`src/rtl/iterative_alu_if.sv`:
```
// Handshake and data bundle between the EX-stage issuer and iterative_alu.
// The master drives operands and control; the slave returns result and status.
interface iterative_alu_if #(
  parameter int WIDTH = 32
);
  logic             valid_i;
  logic             ready_o;
  logic [WIDTH-1:0] data1_i;
  logic [WIDTH-1:0] data2_i;
  logic [2:0]       ALUCtrl_i;
  logic             flush_i;
  logic             valid_o;
  logic [WIDTH-1:0] data_o;
  logic             zero_o;
  logic             busy_o;

  modport master (
    output valid_i, data1_i, data2_i, ALUCtrl_i, flush_i,
    input  ready_o, valid_o, data_o, zero_o, busy_o
  );

  modport slave (
    input  valid_i, data1_i, data2_i, ALUCtrl_i, flush_i,
    output ready_o, valid_o, data_o, zero_o, busy_o
  );
endinterface

```
`src/rtl/iterative_alu.sv`:
```
// ALU with single-cycle AND/OR/ADD/SUB and an iterative radix-2 shift-add MUL.
// Optional macro MUL_EARLY_TERM_EN: MUL finishes as soon as the multiplier register empties.
module iterative_alu #(
  parameter int WIDTH = 32
) (
  input  logic          clk_i,
  input  logic          rst_i,
  iterative_alu_if.slave bus
);
  localparam logic [2:0] OP_AND = 3'b000;
  localparam logic [2:0] OP_OR  = 3'b001;
  localparam logic [2:0] OP_ADD = 3'b010;
  localparam logic [2:0] OP_SUB = 3'b110;
  localparam logic [2:0] OP_MUL = 3'b111;
  localparam logic [6:0] CNT_LAST = 7'(WIDTH);

  typedef enum logic {IDLE, MUL} state_t;

  state_t           state_reg, state_next;
  logic [WIDTH-1:0] a_reg, a_next;
  logic [WIDTH-1:0] b_reg, b_next;
  logic [WIDTH-1:0] acc_reg, acc_next;
  logic [6:0]       cnt_reg, cnt_next;
  logic [WIDTH-1:0] data_reg, data_next;
  logic             zero_reg, zero_next;
  logic             valid_reg, valid_next;

  logic [WIDTH-1:0] alu_result;
  logic [WIDTH-1:0] acc_sum;
  logic [WIDTH-1:0] b_shift;
  logic             mul_done;

  // Unassigned codes (including MUL, which never takes this path) yield zero.
  always_comb begin
    alu_result = '0;
    case (bus.ALUCtrl_i)
      OP_AND:  alu_result = bus.data1_i & bus.data2_i;
      OP_OR:   alu_result = bus.data1_i | bus.data2_i;
      OP_ADD:  alu_result = bus.data1_i + bus.data2_i;
      OP_SUB:  alu_result = bus.data1_i - bus.data2_i;
      default: alu_result = '0;
    endcase
  end

  always_comb begin
    acc_sum = b_reg[0] ? (acc_reg + a_reg) : acc_reg;
    b_shift = b_reg >> 1;
`ifdef MUL_EARLY_TERM_EN
    mul_done = ((cnt_reg + 7'd1) == CNT_LAST) || (b_shift == '0);
`else
    mul_done = ((cnt_reg + 7'd1) == CNT_LAST);
`endif
  end

  always_comb begin
    state_next = state_reg;
    a_next     = a_reg;
    b_next     = b_reg;
    acc_next   = acc_reg;
    cnt_next   = cnt_reg;
    data_next  = data_reg;
    zero_next  = zero_reg;
    valid_next = 1'b0;
    case (state_reg)
      IDLE: begin
        if (!bus.flush_i && bus.valid_i) begin
          if (bus.ALUCtrl_i == OP_MUL) begin
            a_next     = bus.data1_i;
            b_next     = bus.data2_i;
            acc_next   = '0;
            cnt_next   = '0;
            state_next = MUL;
          end else begin
            data_next  = alu_result;
            zero_next  = (alu_result == '0);
            valid_next = 1'b1;
          end
        end
      end
      MUL: begin
        if (bus.flush_i) begin
          state_next = IDLE;
        end else begin
          acc_next = acc_sum;
          a_next   = a_reg << 1;
          b_next   = b_shift;
          cnt_next = cnt_reg + 7'd1;
          if (mul_done) begin
            data_next  = acc_sum;
            zero_next  = (acc_sum == '0);
            valid_next = 1'b1;
            state_next = IDLE;
          end
        end
      end
      default: state_next = IDLE;
    endcase
  end

  always_ff @(posedge clk_i) begin
    if (!rst_i) begin
      state_reg <= IDLE;
      a_reg     <= '0;
      b_reg     <= '0;
      acc_reg   <= '0;
      cnt_reg   <= '0;
      data_reg  <= '0;
      zero_reg  <= 1'b1;
      valid_reg <= 1'b0;
    end else begin
      state_reg <= state_next;
      a_reg     <= a_next;
      b_reg     <= b_next;
      acc_reg   <= acc_next;
      cnt_reg   <= cnt_next;
      data_reg  <= data_next;
      zero_reg  <= zero_next;
      valid_reg <= valid_next;
    end
  end

  assign bus.ready_o = (state_reg == IDLE);
  assign bus.busy_o  = (state_reg == MUL);
  assign bus.valid_o = valid_reg;
  assign bus.data_o  = data_reg;
  assign bus.zero_o  = zero_reg;
endmodule

```
`src/flat_wrapper.sv`:
```
// flat-port wrapper written by rule: the top's interface ports become plain ports
module iterative_alu_flat 
#(
  parameter int WIDTH = 32
)
  (clk_i, rst_i, bus_valid_i, bus_data1_i, bus_data2_i, bus_ALUCtrl_i, bus_flush_i, bus_ready_o, bus_valid_o, bus_data_o, bus_zero_o, bus_busy_o);
  iterative_alu_if #(.WIDTH(WIDTH)) bus_i ();
  input  logic clk_i;
  input  logic rst_i;
  input wire logic [$bits(bus_i.valid_i)-1:0] bus_valid_i;
  input wire logic [$bits(bus_i.data1_i)-1:0] bus_data1_i;
  input wire logic [$bits(bus_i.data2_i)-1:0] bus_data2_i;
  input wire logic [$bits(bus_i.ALUCtrl_i)-1:0] bus_ALUCtrl_i;
  input wire logic [$bits(bus_i.flush_i)-1:0] bus_flush_i;
  output wire logic [$bits(bus_i.ready_o)-1:0] bus_ready_o;
  output wire logic [$bits(bus_i.valid_o)-1:0] bus_valid_o;
  output wire logic [$bits(bus_i.data_o)-1:0] bus_data_o;
  output wire logic [$bits(bus_i.zero_o)-1:0] bus_zero_o;
  output wire logic [$bits(bus_i.busy_o)-1:0] bus_busy_o;
  assign bus_i.valid_i = bus_valid_i;
  assign bus_i.data1_i = bus_data1_i;
  assign bus_i.data2_i = bus_data2_i;
  assign bus_i.ALUCtrl_i = bus_ALUCtrl_i;
  assign bus_i.flush_i = bus_flush_i;
  assign bus_ready_o = bus_i.ready_o;
  assign bus_valid_o = bus_i.valid_o;
  assign bus_data_o = bus_i.data_o;
  assign bus_zero_o = bus_i.zero_o;
  assign bus_busy_o = bus_i.busy_o;
  iterative_alu #(.WIDTH(WIDTH)) u_core (.clk_i(clk_i), .rst_i(rst_i), .bus(bus_i));
endmodule
```
`config.mk`:
```
export PLATFORM = sky130hd
export DESIGN_NAME = iterative_alu_flat
export DESIGN_NICKNAME = d
export VERILOG_FILES = /design/src/rtl/iterative_alu_if.sv /design/src/rtl/iterative_alu.sv /design/src/flat_wrapper.sv
export SDC_FILE = /design/constraint.sdc
export NUM_CORES = 1
export LEC_CHECK = 0
export ABC_AREA = 1
export BUFFER_PORTS_ARGS = -buffer_cell sky130_fd_sc_hd__clkbuf_2
export CAP_MARGIN = 15
export CORE_MARGIN = 4
export CORE_UTILIZATION = 55
export DETAILED_ROUTE_END_ITERATION = 16
export PLACE_DENSITY = 0.74
export SLEW_MARGIN = 40
export SYNTH_ARGS = -nofsm -noshare
export SYNTH_HDL_FRONTEND = slang
export SYNTH_SLANG_ARGS = --single-unit
```
`constraint.sdc`:
```
create_clock -name clk_i -period 3.9 [get_ports clk_i]
set_input_delay 0.39 -clock clk_i [delete_from_list [all_inputs] [get_ports clk_i]]
set_output_delay 0.39 -clock clk_i [all_outputs]
set_load 0.005 [all_outputs]
```
==> results of run 1 <==
==> timing repair <==
item,4_1_cts,5_1_grt
buffers inserted,0,4
gates resized for setup,0,29
endpoints found under the setup margin,0,9
==> cells by family (layout without fill, tap and decap cells) <==
logic type / Yosys count / after routing / share of synthesized area
adders and majority gates: 75 / 75 / 0.0743
AOI/OAI and AO/OA: 360 / 360 / 0.162
buffers and inverters: 371 / 493 / 0.115
xor gates and xnor gates: 35 / 35 / 0.0243
and+or+nand+nor: 1194 / 1194 / 0.404
DFF: 138 / 138 / 0.219
==> area by class of cell <==
| class | instances | area share |
|---|---|---|
| multi-input combinational | 1664 | 0.592 |
| sequential | 138 | 0.192 |
| inverter | 291 | 0.0762 |
| timing repair buffer | 171 | 0.0713 |
| clock buffer | 18 | 0.0299 |
| tap | 285 | 0.0248 |
| clock inverter | 13 | 0.0134 |
==> cell usage in the layout (no fill, tap or decap), drive strengths merged <==
master,count
a21boi,2
a21o,4
a21oi,102
a31oi,97
and2,2
and3b,1
buf,65
bufinv,4
clkbuf,124
clkinv,8
clkinvlp,2
dfxtp,138
fa,2
ha,66
inv,290
maj3,7
nand2,757
nand3,161
nand3b,16
nand4,24
nor2,186
nor3,26
nor4,2
o211ai,15
o21a,2
o21ai,127
o21bai,6
o221ai,2
o22ai,1
o31ai,2
or2,19
xnor2,2
xor2,33
==> power breakdown <==
group / internal [mW] / switching, mW / leakage (nW)
Clock: 1.07 / 0.694 / 0.297
Sequential: 1.45 / 0.0326 / 1.12
Combinational: 0.388 / 0.719 / 5.95
Total: 2.92 / 1.45 / 7.36
==> metrics by stage <==
| stage | cells | power [mW] | util |
|---|---|---|---|
| after global routing | 2580 | 4.56 | 0.637 |
| after CTS | 2576 | 4.32 | 0.630 |
| after global placement | 2545 | 2.56 | 0.602 |
| after detailed placement | 2545 | 2.57 | 0.603 |
| after floorplan | 2173 | 2.19 | - |
| final | 2580 | 4.36 | 0.637 |
==> routing by layer <==
layer / part of all wire / up-vias
met3: 0.067 / 88
met4: 0.035 / 0
met5: 0 / -
met1: 0.44 / 6698
met2: 0.46 / 536
li1: - / 7244
==> worst paths after layout <==
check	cells after the start	from	end	slack [ns]
worst min-delay path	3	bus_data2_i[31]	u_core.b_reg[31]	0.27
worst max register to register	17	u_core.acc_reg[0]	u_core.bus.zero_o	0.85
worst min register to register	2	u_core.b_reg[9]	u_core.b_reg[8]	0.47
worst max-delay path	26	bus_data2_i[1]	u_core.bus.data_o[24]	0.32
==> worst max-delay path: cells and delay by family <==
| kind | cells | cell delay (ns) |
|---|---|---|
| adders and majority gates | 2 | 0.55 |
| AOI/OAI and AO/OA | 5 | 0.53 |
| xor gates and xnor gates | 1 | 0.05 |
| buffers and inverters | 5 | 0.44 |
| and+or+nand+nor | 13 | 1.93 |
==> qor.yml, run 1 <==
outcome: "finished, final reports clean"
max_freq_mhz: 279
routed_wl_um: 44600
clk_pin_slew_ns: 0.06
drc_errors: 0
layout-drive-gt1-share: 0.146
hp-class: "input port to flip-flop"
cap_violations: 0
io_buffers: 106
cpMaxStageDelayCell: "ha_1"
rsz0062_at_grt: "yes"
fin_area_sq_um: 14400
drtPass1Iterations: 7
die_height_um: 159
syn2layout_area_growth_pct: 14.0
hold_viol: 0
finalClockSkew_ns: 0.0134
finalSetupViolCount: 0
drtIter0Drc: 1230
track_usage: 0.340
synth_ff_type: "dfxtp_1"
ios: 107
finalWorstSetupSlack_ns: 0.317
synth_common_cells: "nand2_1, inv_1, nor2_1"
regArea_sq_um: 2760
synth.largest_area_cell: "dfxtp_1"
cp.arrival_ns: 3.90
cpPeakStageDelay_ns: 0.36
synth-edff-count: 0
finalCritPeriodShare: 0.919
power.leakage_nw: 7.36
yosys_warnings: 0
yosys-top-cells-area: "dfxtp_1, nand2_1, inv_1"
avgSynthCellArea_sq_um: 5.80
cts_tree: "built"
vias_per_cell: 5.65
post-dp-hpwl_um: 35100
synth-async-reset-ratio: 0
tns_ns: 0
cts_sinks: 138
use_met1: 0.457
busiest_layer: "met2"
ctsHoldBuffers: 0
grt_pass1_wl_um: 70100
placed_cell_area_sq_um: 13600
syn-instance-count: 2173
startpoint_type: "input port"
die_area_sq_um: 25400
nNetsFinal: 2422
cts-htree-levels: 4
grt_max_degree: 82
vias: 14600
synth_top_area_frac: 0.219
synth.most_common_cell: "nand2_1"
slew-limit-headroom: 0.567
worst-slew-pin-transition_ns: 0.645
fill_cells: 2274
whs_ns: 0.271
cts_buffer_depth: 2
num_antenna_cells: 0
postSynthNetCount: 2312
root_buffer: "clkbuf_16"
wl_per_cell_um: 17.3
maxSlewViolCount: 0
crit_type: "input port to flip-flop"
place_worst_setup_slack_ns: -0.160
grt_overflow: 0
period_needed_ns: 3.58
rows: 55
ant_nets: 0
ys_seq_area_frac: 0.219
ys_ff_latch: 138
grt_pass1_vias: 13400
antenna_found_initial: 0
gp_congestion: 0.993
gr-usage-met3: 0.0461
powerDensity_nw_per_um2: 303
crit_fanout: 4
crit_path_end_kind: "flip-flop"
multi_input_area_sq_um: 8510
required_ns: 4.22
vdd_drop_max_uv: 228
synth_cell_types: 48
syn_area_sq_um: 12600
cts_buffers: 17
die_x_um: 159
insertion_delay_ns: 0.43
grt_use_met2: 0.558
floorplan.initialDensity: 0.559
core_sq_um: 22600
Note: power is estimated with default switching activity, not from simulation.
==> run 2, diff against run 1 <==
--- a/config.mk
+++ b/config.mk
@@ -9,9 +9,8 @@
 export BUFFER_PORTS_ARGS = -buffer_cell sky130_fd_sc_hd__clkbuf_2
 export CAP_MARGIN = 15
 export CORE_MARGIN = 4
-export CORE_UTILIZATION = 55
+export CORE_UTILIZATION = 44
 export DETAILED_ROUTE_END_ITERATION = 16
-export PLACE_DENSITY = 0.74
 export SLEW_MARGIN = 40
 export SYNTH_ARGS = -nofsm -noshare
 export SYNTH_HDL_FRONTEND = slang
==> qor.yml, run 2 (synthesis results as in run 1) <==
syn2layout_area_growth_pct: 15.8  # was 14.0%
rsz0062_at_grt: "yes"  # unchanged
vias: 14300  # was 14.6k
rows: 61  # was 55
layout-drive-gt1-share: 0.156  # was 0.146
cp.arrival_ns: 4.07  # was 3.90 ns
drtPass1Iterations: 5  # was 7
period_needed_ns: 3.69  # was 3.58 ns
cts_buffer_depth: 2  # unchanged
instances_no_fill: 2681  # was 2580
required_ns: 4.29  # was 4.22 ns
vias_per_cell: 5.33  # was 5.65
core_sq_um: 28000  # was 22600 sq um
track_usage: 0.299  # was 0.340
finalClockSkew_ns: 0.0143  # was 0.0134 ns
floorplan.initialDensity: 0.450  # was 0.559
grt_overflow: 0  # unchanged
layout_common_cells: "nand2_1, inv_1, nor2_1, nand3_1, dfxtp_1"  # unchanged
outcome: "finished, final reports clean"  # unchanged
drc_errors: 0  # unchanged
dp_cells: 2646  # was 2545
cts_buffers: 17  # unchanged
final_common_cell: "nand2_1"  # unchanged
wl_per_cell_um: 17.6  # was 17.3 um
maxSlewViolCount: 0  # unchanged
finalWorstSetupSlack_ns: 0.212  # was 0.317 ns
hp-start: "bus_data2_i[31]"  # unchanged
gp_congestion: 0.944  # was 0.993
r2r_cells: 17  # unchanged
drtIter0Drc: 1027  # was 1230
whs_ns: 0.241  # was 0.271 ns
cpPeakStageDelay_ns: 0.34  # was 0.36 ns
post-dp-hpwl_um: 37700  # was 35100 um
fin_util: 0.521  # was 0.637
die_area_sq_um: 31400  # was 25400 sq um
grt_pass1_vias: 13200  # was 13.4k
ios: 107  # unchanged
antenna_found_initial: 0  # unchanged
grt_pass1_wl_um: 73600  # was 70100 um
crit_fanout: 5  # was 4
fill_cells: 3086  # was 2274
max_freq_mhz: 271  # was 279 MHz
powerDensity_nw_per_um2: 297  # was 303 nW/um^2
startpoint_type: "input port"  # unchanged
num_antenna_cells: 0  # unchanged
grt_max_degree: 141  # was 82
crit_path_end_kind: "flip-flop"  # unchanged
finalSetupViolCount: 0  # unchanged
cpMaxStageDelayCell: "ha_2"  # was ha_1
rrSetupSlack_ns: 0.92  # was 0.85 ns
io_buffers: 106  # unchanged
hold_depth: 3  # unchanged
hold_viol: 0  # unchanged
slew-limit-headroom: 0.512  # was 0.567
root_buffer: "clkbuf_16"  # unchanged
clk_pin_slew_ns: 0.07  # was 0.06 ns
cap_violations: 0  # unchanged
tns_ns: 0  # unchanged
vdd_drop_max_uv: 317  # was 228 uV
r2r-start: "u_core.acc_reg[0]"  # unchanged
worst-slew-pin-transition_ns: 0.726  # was 0.645 ns
cts_sinks: 138  # unchanged
regArea_sq_um: 2760  # unchanged
nNetsFinal: 2429  # was 2422
critPathLaunch: "bus_data2_i[1]"  # unchanged
ant_nets: 0  # unchanged
crit_type: "input port to flip-flop"  # unchanged
reg2reg_to: "u_core.bus.zero_o"  # unchanged
cts_tree: "built"  # unchanged
critical_path_buf_inv_count: 7  # was 5
finalCritPeriodShare: 0.946  # was 0.919
die_x_um: 177  # was 159 um
routed_wl_um: 47300  # was 44600 um
hold_end: "u_core.b_reg[31]"  # unchanged
insertion_delay_ns: 0.44  # was 0.43 ns
cpLargestDelayFamily: "simple AND/OR/NAND/NOR gates"  # unchanged
die_height_um: 177  # was 159 um
power.leakage_nw: 7.42  # was 7.36 nW
hp-class: "input port to flip-flop"  # unchanged
crit_top_cell: "nand2_1"
cts-htree-levels: 4  # unchanged
multi_input_area_sq_um: 8580  # was 8510 sq um
place_worst_setup_slack_ns: -0.153  # was -0.160 ns
[run 2: where the power goes]
group          total (mW)  leakage, nW  switching [mW]  internal, mW
Combinational        1.13         6.01           0.734         0.400
Clock                1.73        0.286           0.812         0.914
Sequential           1.48         1.12          0.0321          1.45
Total                4.34         7.42            1.58          2.77
[run 2: worst register-to-register path: cells and delay by family, from the launching register on]
kind | cells | cell delay [ns]
AOI/OAI and AO/OA | 1 | 0.30
adders and majority gates | 2 | 0.84
DFF | 1 | 0.32
and+or+nand+nor | 14 | 1.47
[run 2: how the worst max path moves through the flow]
stage / end / depth (start not counted)
after global placement: u_core.bus.zero_o / 29
after floorplan: u_core.bus.zero_o / 28
after detailed placement: u_core.bus.zero_o / 30
after CTS: u_core.bus.zero_o / 30
after global routing: u_core.bus.zero_o / 31
final: u_core.bus.zero_o / 31
[run 2: repair_timing]
action                     4_1_cts  5_1_grt
resized for setup                0       51
hold buffers                     0        0
setup endpoints to repair        0        9
buffers inserted                 0        3
[run 2: layout make-up]
| type | count | share of cell area |
|---|---|---|
| clock buffers | 17 | 0.0291 |
| clock inverters | 15 | 0.0115 |
| inverters | 291 | 0.0750 |
| multi-input cells | 1664 | 0.588 |
| flip-flops and latches | 138 | 0.189 |
| well taps | 378 | 0.0324 |
| repair buffers | 178 | 0.0753 |
[run 2: routing by layer]
| layer | up-vias | global-route usage | share of wire |
|---|---|---|---|
| li1 | 7261 | - | - |
| met1 | 6613 | 0.408 | 0.46 |
| met2 | 349 | 0.506 | 0.47 |
| met3 | 62 | 0.0300 | 0.042 |
| met4 | 0 | 0.0773 | 0.020 |
| met5 | - | 0 | 0 |
[run 2: metrics by stage]
step | area (sq um) | power [mW]
final | 14600 | 4.34
after global routing | 14600 | 4.56
after CTS | 14400 | 4.32
after detailed placement | 13800 | 2.59
after global placement | 13800 | 2.59
after floorplan | 12600 | 2.19
